## src/rtl/btn_pkg.sv

```systemverilog
// Shared types and default constants for the push-button front end.
package btn_pkg;

  typedef enum logic [1:0] {
    IDLE    = 2'd0,
    DELAY   = 2'd1,
    REPEAT  = 2'd2,
    HELD_NR = 2'd3
  } rep_state_t;

  localparam int DEF_N_BTN        = 3;
  localparam int DEF_SAMPLE_DIV   = 500000;
  localparam int DEF_STABLE_CNT   = 4;
  localparam int DEF_REPEAT_DELAY = 50;
  localparam int DEF_REPEAT_RATE  = 10;
  localparam logic [2:0] DEF_REPEAT_MASK = 3'b011;

  function automatic int max_int(input int a, input int b);
    return (a > b) ? a : b;
  endfunction

endpackage

```

## src/rtl/btn_chan.sv

```systemverilog
// One button: 2-FF synchroniser, tick-sampled debounce and typematic repeat FSM.
//   state   | meaning
//   IDLE    | released (or waiting for first debounced press)
//   DELAY   | held, counting ticks to the first repeat
//   REPEAT  | held, emitting a pulse every REPEAT_RATE ticks
//   HELD_NR | held, repeat disabled for this button
module btn_chan
  import btn_pkg::*;
#(
  parameter int STABLE_CNT   = DEF_STABLE_CNT,
  parameter int REPEAT_DELAY = DEF_REPEAT_DELAY,
  parameter int REPEAT_RATE  = DEF_REPEAT_RATE,
  parameter bit REPEAT_EN    = 1'b1
) (
  input  logic clk,
  input  logic n_rst,
  input  logic tick,
  input  logic btn_n,
  output logic pulse,
  output logic level
);

  localparam int SW = $clog2(STABLE_CNT + 1);
  localparam int HW = $clog2(max_int(REPEAT_DELAY, REPEAT_RATE) + 1);
  localparam logic [SW-1:0] STABLE_TC = SW'(STABLE_CNT - 1);
  localparam logic [HW-1:0] DELAY_TC  = HW'(REPEAT_DELAY - 1);
  localparam logic [HW-1:0] RATE_TC   = HW'(REPEAT_RATE - 1);

  logic [1:0]    sync;
  logic          sample_pressed;
  logic          db_pressed;
  logic [SW-1:0] db_cnt;
  logic          disagree;
  logic          flip;
  logic          press_flip;
  logic          release_flip;

  rep_state_t    state, state_n;
  logic [HW-1:0] hc, hc_n;
  logic          pulse_n;

  always_ff @(posedge clk or negedge n_rst) begin
    if (!n_rst) sync <= 2'b11;
    else        sync <= {sync[0], btn_n};
  end

  assign sample_pressed = ~sync[1];
  assign disagree       = sample_pressed ^ db_pressed;
  assign flip           = tick & disagree & (db_cnt == STABLE_TC);
  assign press_flip     = flip & ~db_pressed;
  assign release_flip   = flip & db_pressed;

  // The counter clears on the flipping tick instead of reaching STABLE_CNT.
  always_ff @(posedge clk or negedge n_rst) begin
    if (!n_rst) begin
      db_cnt     <= '0;
      db_pressed <= 1'b0;
    end else if (tick) begin
      if (!disagree) begin
        db_cnt <= '0;
      end else if (db_cnt == STABLE_TC) begin
        db_cnt     <= '0;
        db_pressed <= ~db_pressed;
      end else begin
        db_cnt <= db_cnt + 1'b1;
      end
    end
  end

  assign level = db_pressed;

  always_ff @(posedge clk or negedge n_rst) begin
    if (!n_rst) begin
      state <= IDLE;
      hc    <= '0;
      pulse <= 1'b0;
    end else begin
      state <= state_n;
      hc    <= hc_n;
      pulse <= pulse_n;
    end
  end

  // Release is tested first so it wins over a repeat due on the same tick.
  always_comb begin
    state_n = state;
    hc_n    = hc;
    pulse_n = 1'b0;
    if (tick) begin
      if (release_flip) begin
        state_n = IDLE;
        hc_n    = '0;
      end else begin
        case (state)
          IDLE: begin
            if (press_flip) begin
              pulse_n = 1'b1;
              hc_n    = '0;
              state_n = REPEAT_EN ? DELAY : HELD_NR;
            end
          end
          DELAY: begin
            if (hc == DELAY_TC) begin
              pulse_n = 1'b1;
              hc_n    = '0;
              state_n = REPEAT;
            end else begin
              hc_n = hc + 1'b1;
            end
          end
          REPEAT: begin
            if (hc == RATE_TC) begin
              pulse_n = 1'b1;
              hc_n    = '0;
            end else begin
              hc_n = hc + 1'b1;
            end
          end
          HELD_NR: state_n = HELD_NR;
          default: begin
            state_n = IDLE;
            hc_n    = '0;
          end
        endcase
      end
    end
  end

endmodule

```

## src/rtl/btn_repeat.sv

```systemverilog
// Button conditioner top: shared sample-tick prescaler feeding one channel per button.
module btn_repeat
  import btn_pkg::*;
#(
  parameter int N_BTN        = DEF_N_BTN,
  parameter int SAMPLE_DIV   = DEF_SAMPLE_DIV,
  parameter int STABLE_CNT   = DEF_STABLE_CNT,
  parameter int REPEAT_DELAY = DEF_REPEAT_DELAY,
  parameter int REPEAT_RATE  = DEF_REPEAT_RATE,
  parameter logic [N_BTN-1:0] REPEAT_MASK = N_BTN'(DEF_REPEAT_MASK)
) (
  input  logic             clk,
  input  logic             n_rst,
  input  logic [N_BTN-1:0] btn,
  output logic [N_BTN-1:0] btn_out,
  output logic [N_BTN-1:0] btn_level
);

  localparam int PW = $clog2(SAMPLE_DIV + 1);
  localparam logic [PW-1:0] DIV_TC = PW'(SAMPLE_DIV - 1);

  logic [PW-1:0] pre_cnt;
  logic          tick;

  assign tick = (pre_cnt == DIV_TC);

  always_ff @(posedge clk or negedge n_rst) begin
    if (!n_rst)    pre_cnt <= '0;
    else if (tick) pre_cnt <= '0;
    else           pre_cnt <= pre_cnt + 1'b1;
  end

  for (genvar i = 0; i < N_BTN; i++) begin : g_chan
    btn_chan #(
      .STABLE_CNT   (STABLE_CNT),
      .REPEAT_DELAY (REPEAT_DELAY),
      .REPEAT_RATE  (REPEAT_RATE),
      .REPEAT_EN    (REPEAT_MASK[i])
    ) u_chan (
      .clk   (clk),
      .n_rst (n_rst),
      .tick  (tick),
      .btn_n (btn[i]),
      .pulse (btn_out[i]),
      .level (btn_level[i])
    );
  end

endmodule

```

## config.mk

```make
export PLATFORM = sky130hd
export DESIGN_NAME = btn_repeat
export DESIGN_NICKNAME = d
export VERILOG_FILES = /design/src/rtl/btn_pkg.sv /design/src/rtl/btn_chan.sv /design/src/rtl/btn_repeat.sv
export SDC_FILE = /design/constraint.sdc
export NUM_CORES = 1
export LEC_CHECK = 0
export CAP_MARGIN = 0
export CORE_MARGIN = 5
export CORE_UTILIZATION = 45
export DETAILED_ROUTE_END_ITERATION = 8
export GPL_TIMING_DRIVEN = 0
export HOLD_SLACK_MARGIN = 0.12
export PLACE_DENSITY = 0.61
export SLEW_MARGIN = 20
export SYNTH_ARGS = -nofsm -noshare
export SYNTH_HDL_FRONTEND = slang
export SYNTH_SLANG_ARGS = --single-unit
```

## constraint.sdc

```tcl
create_clock -name clk -period 3 [get_ports clk]
set_clock_uncertainty 0.15 [all_clocks]
set_input_delay 0.6 -clock clk [delete_from_list [all_inputs] [get_ports clk]]
set_output_delay 0.6 -clock clk [all_outputs]
set_load 0.01 [all_outputs]
```

# Word level (Yosys, flattened, before mapping)
# Cells that the tools add are included.
[totals]
register_bits = 64
latch_bits = 0
n_memories = 0
mem_bits_ro = 0
input_bits = 5
ramBits = 0
[op_classes]
n_bitwise = 21
shifts = 0
add_sub_neg = 7
div_mod_pow = 0
mux = 52
magnitude_cmp = 0
n_reduce_logical = 18
n_eq_ne = 25
mul = 0
[ops]
columns = ["op", "count"]
rows = [
  ["6-bit 2-to-1 mux", 12],
  ["6-bit case mux with 3 select lines", 3],
  ["4-bit nonzero test", 6],
  ["19-bit by 1-bit adder with 19-bit output, second input constant", 1],
  ["19-bit equality test, second input constant", 1],
  ["19-bit 2-to-1 mux", 1],
  ["6-bit by 1-bit adder with 6-bit output, second input constant", 3],
  ["6-bit by 4-bit equality test with 1-bit output, second input constant", 3],
  ["6-bit equality test, second input constant", 3],
  ["2-bit 2-to-1 mux", 9],
  ["3-bit 2-to-1 mux", 6],
  ["3-bit by 1-bit != test with 1-bit output, second input constant", 6],
  ["2-bit case mux with 3 select lines", 3],
  ["3-bit AND reduction", 6],
  ["1-bit 2-to-1 mux", 15],
  ["1-bit bitwise AND", 12],
  ["2-bit equality test, second input constant", 6],
  ["4-bit AND reduction", 3],
  ["3-bit by 1-bit adder with 3-bit output, second input constant", 3],
  ["3-bit by 2-bit equality test with 1-bit output, second input constant", 3],
  ["1-bit case mux with 3 select lines", 3],
  ["2-bit by 1-bit equality test with 1-bit output, second input constant", 3],
  ["2-bit zero test", 3],
  ["1-bit inverter", 6],
  ["1-bit XOR", 3],
]

# Depth between registers and ports, before layout
[depth]
word_depth = 9
depth_mapped = 7
mapped_depth_nobuf = 7

# By module
# Synthesis repeated with hierarchy kept, for this count alone.
[hier_totals]
cells_unflattened = 352
area_unflattened_um2 = 3589.7
[modules_own_cells]
columns = ["module", "instances", "area_each_um2", "cells_each", "seq_area_each_um2"]
rows = [
  ["btn_repeat", 1, 925.9, 88, 475.5],
  ["btn_chan at g_chan[1].u_chan", 1, 908.4, 88, 377.9],
  ["btn_chan at g_chan[0].u_chan", 1, 900.9, 89, 377.9],
  ["btn_chan at g_chan[2].u_chan", 1, 854.6, 87, 377.9],
]

# Least setup slack after synthesis
# Ideal clock, no wire load.
[synth_timing]
path_type = "reg-to-reg"
from = "reg pre_cnt[7]"
to = "reg g_chan[1].u_chan.state[0]"
required_time_ps = 2778
setup_time_ps = 72
stages_incl_launch_ff = 6
arrival_ps = 1899
synth_period_minus_slack_ps = 2120
path_slack_ps = 880
path_cell_list = "dfrtp_1 or4_4 nor4_4 and4_4 mux2_1 nor2_1"
[synth_via]
elab_chain_cells = 6
elab_cells_between_ends = 10
[synth_rtl]
columns = ["element", "line", "source"]
rows = [
  ["start: declaration", "btn_repeat.sv:22", "logic [PW-1:0] pre_cnt;"],
  ["start signal: assignment", "btn_repeat.sv:30", "else pre_cnt <= pre_cnt + 1'b1;"],
  ["19-bit equality test (*)", "btn_repeat.sv:25", "assign tick = (pre_cnt == DIV_TC);"],
  ["1-bit bitwise AND (2 in series)", "btn_chan.sv:49", "assign flip = tick & disagree & (db_cnt == STABLE_TC);"],
  ["1-bit bitwise AND, on equally long branches", "btn_chan.sv:51, btn_chan.sv:50", ""],
  ["3-bit by 1-bit != test with 1-bit output (no source line) / 4-bit nonzero test (equally long branches)", "-", ""],
  ["4-bit AND reduction (no source line)", "-", ""],
  ["end signal: assignment", "btn_chan.sv:78", "state <= state_n;"],
  ["end: declaration", "btn_chan.sv:38", "rep_state_t state, state_n;"],
]
# Every way passes the cells marked *; elsewhere a longest branch is shown, timed or not.
# A chain may end at the register's enable or synchronous reset.

# Final worst setup path
[layout_timing]
from = "reg pre_cnt[7]"
to = "reg g_chan[0].u_chan.hc[4]"
[layout_via]
elab_chain_cells = 6
elab_cells_between_ends = 9
[layout_rtl]
columns = ["element", "line", "source"]
rows = [
  ["19-bit equality test (*)", "btn_repeat.sv:25", ""],
  ["1-bit bitwise AND (2 in series)", "btn_chan.sv:49", ""],
  ["1-bit bitwise AND, on equally long branches", "btn_chan.sv:51, btn_chan.sv:50", ""],
  ["3-bit by 1-bit != test with 1-bit output (no source line) / 4-bit nonzero test (equally long branches)", "-", ""],
  ["3-bit AND reduction (no source line)", "-", ""],
  ["end signal: assignment", "btn_chan.sv:79", "hc <= hc_n;"],
  ["end: declaration", "btn_chan.sv:39", "logic [HW-1:0] hc, hc_n;"],
]
# Marks and branches as above.

==> flow_summary_export.csv <==
group,metric,value,unit
global_routing,grt_util_all_layers,16.1,%
cts,clock-sinks,64,
timing,post-route-period-util,83.3,%
timing,setup_slack,0.501,ns
placement,io_buffers,10,
logic_synthesis,yosysUniqueCellTypes,59,
floorplan,die_area,10100,sq um
finish,ff_latch_area,1610,sq um
logic_synthesis,yosys-top-cells-area,"dfrtp_1 39%, ha_1 8.1%, dfstp_2 4.3%",
floorplan,initial_core_util,45.5,%
logic_synthesis,async_flop_share,100,%
pwr,totalPowerFinal,1.73,mW
timing,finalHoldViolations,0,
floorplan,row_count,33,
finish,n_fill_cell,801,
cts,cts_tree,"yes",
worst_hold_path,holdCritStartpoint,"g_chan[0].u_chan.sync[0]",
worst_hold_path,worstHoldEndpoint,"g_chan[0].u_chan.sync[1]",
logic_synthesis,synth-edff-count,0,
routing,ant_nets,0,
cts,cts_buffers,9,
placement,place_ws,0.501,ns
logic_synthesis,synth_top_cell_by_area,"dfrtp_1",
critical_path,worstPathMaxFanout,7,
logic_synthesis,synth_top_area_share,39.4,%
finish,layout-drive-gt1-share,11.7,%
placement,dp_hpwl,5330,um
logic_synthesis,synth-seq-cells,64,
global_routing,grt_overflow,0,
global_routing,antenna_found_initial,0,
critical_path,r2r_slack,0.50,ns
finish,syn_to_final_growth,13.0,%
floorplan,core_area,8090,sq um
routing,first_pass_iters,4,
timing,maxSlewViolCount,0,
timing,setup_viol,0,
cts,htreeDepth,3,
logic_synthesis,yosysWarnings,0,
timing,rsz0062_at_grt,"false",
logic_synthesis,ys.flop_type,"dfrtp_1",
routing,remaining_drc_errors,0,
finish,nNetsFinal,427,
worst_hold_path,whs_path_depth,0,
cts,clk_path_buf_depth,2,
finish,antennaDiodeCount,0,
routing,drt_iter0_markers,121,
routing,wire_per_inst,14.7,um
cts,insertion_delay,0.35,ns
pwr,power_density,415,nW/um^2
timing,max_clock_freq,400,MHz
floorplan,die_h,101,um
cts,clk_pin_slew,0.07,ns
pwr,max-vdd-ir-drop,0.000212,V
cts,clock-root-buffer,"clkbuf_8",
logic_synthesis,syn-cell-area,3690,sq um
cts,post_cts.repair.setup_buffers,0,
timing,tightest_slew,0.827,ns
timing,finalCriticalPeriod,2.50,ns
finish,design_area,4170,sq um
critical_path,reg2reg_from,"pre_cnt[7]",
critical_path,critPathRequiredTime,3.08,ns
logic_synthesis,avgSynthCellArea,9.83,sq um
floorplan,die_width,101,um
logic_synthesis,post-synth-top-count-cell,"dfrtp_1",
critical_path,startpoint_type,"flop",
critical_path,reg2reg_depth,5,
routing,num_vias,2774,
routing,routed_via_density,5.46,
worst_hold_path,hp-class,"flop to flop",
critical_path,crit_type,"flop to flop",
critical_path,r2r-end,"g_chan[0].u_chan.hc[4]",
critical_path,end_kind,"flop",
global_routing,grt_pass1_wl,13000,um
global_routing,grt_pass1_vias,2764,
global_routing,grt_max_degree,48,
pwr,p_leak,1.81,nW
logic_synthesis,synth_fp_nets,404,
timing,relSlewSlack,44.0,%
logic_synthesis,syn_inst,375,
finish,multiInputGateArea,1960,sq um
run_status,status,"complete, no violations",
logic_synthesis,synth_seq_area_share,43.7,%
job,drv_cap,0,
placement,dpl_cell_area,3940,sq um
critical_path,cp.arrival,2.57,ns
placement,gp_congestion,0.787,
floorplan,io_pins,11,
routing,drt_wl_total,7450,um
logic_synthesis,synth_common_cells,"58 x dfrtp_1, 34 x nor2_1, 28 x nand2_1, 28 x nand3_1, 24 x ha_1",
kinds of logic after synthesis:
logic type | Yosys count | synth area share, %
AOI/OAI and AO/OA | 71 | 13.3
and+or+nand+nor | 170 | 26.6
buffers and inverters | 25 | 3.16
xor gates and xnor gates | 17 | 4.04
muxes | 4 | 1.12
DFF | 64 | 43.7
adders and majority gates | 24 | 8.15
power breakdown:
part	leakage [nW]	switching, mW	internal, mW
combinational	0.845	0.0220	0.0104
sequential	0.859	0.00281	0.870
clock	0.108	0.332	0.491
total	1.81	0.357	1.37
cell usage in the layout, fill, tap and decap left out, types with 9 or more instances in the layout:
cell / n
clkbuf_1: 9
dfrtp_1: 58
o21ai_0: 12
inv_1: 13
xor2_1: 9
ha_1: 24
nor2_1: 34
o31ai_1: 9
nand4_1: 10
clkbuf_8: 10
nand2_1: 28
clkdlybuf4s50_1: 9
nand3_1: 28
o21ai_1: 9
critical path, stage by stage, from the launching register on:
cell and delay, ns:
dfrtp_1 0.46, or4_4 0.57, nor4_4 0.42, nand3_1 0.37, a32oi_1 0.30, o31ai_1 0.10
sequential cells by signal, indices dropped and copies added (netlist names):
signal and flops:
g_chan.u_chan.hc 18, g_chan.u_chan.sync 6, pre_cnt 19, g_chan.u_chan.pulse 3, g_chan.u_chan.db_cnt 9, g_chan.u_chan.state 6
g_chan.u_chan.level 3
per-layer routing:
metal	part of all wire, %	GRT usage [%]
met1	50	22.1
met2	45	24.8
met3	2.9	2.77
met4	2.1	7.67
met5	0	0
worst max path at each step:
stage                            endpoint        from  slack, ns  cells after the start
5_1_grt        g_chan[1].u_chan.db_cnt[1]  pre_cnt[0]       0.28                      7
3_5_place_dp   g_chan[2].u_chan.db_cnt[1]  pre_cnt[0]       0.50                      7
2_1_floorplan   g_chan[1].u_chan.state[0]  pre_cnt[7]       0.88                      5
6_report           g_chan[0].u_chan.hc[4]  pre_cnt[7]       0.50                      5
4_1_cts        g_chan[2].u_chan.db_cnt[1]  pre_cnt[0]       0.47                      7
3_3_place_gp       g_chan[2].u_chan.hc[0]       n_rst      -1.02                      1
cell type report:
cell class / instances / area share, %
Timing Repair Buffer: 12 / 3.24
Sequential cell: 64 / 38.6
Inverter: 13 / 1.17
Clock inverter: 3 / 1.56
Buffer: 12 / 1.62
Multi-Input combinational cell: 286 / 47.1
Tap cell: 105 / 3.15
Clock buffer: 13 / 3.57
timing repair:
item / in CTS / in global routing
hold buffers: 1 / 0
endpoints found under the hold margin: 16 / 0
resized for setup: 0 / 0
metrics by stage:
| step | cells | hold WS (ns) | utilization [%] | TNS (ns) |
|---|---|---|---|---|
| finish | 508 | 0.209 | 51.5 | 0 |
| global route | 508 | 0.211 | 51.5 | 0 |
| CTS | 508 | 0.212 | 51.5 | 0 |
| detailed placement | 491 | 0.200 | 48.7 | 0 |
| global placement | 490 | 0.196 | 48.4 | -60.16 |
| floorplan | 375 | 0.154 | - | 0 |
No activity file was read; power rests on OpenSTA's default activity.
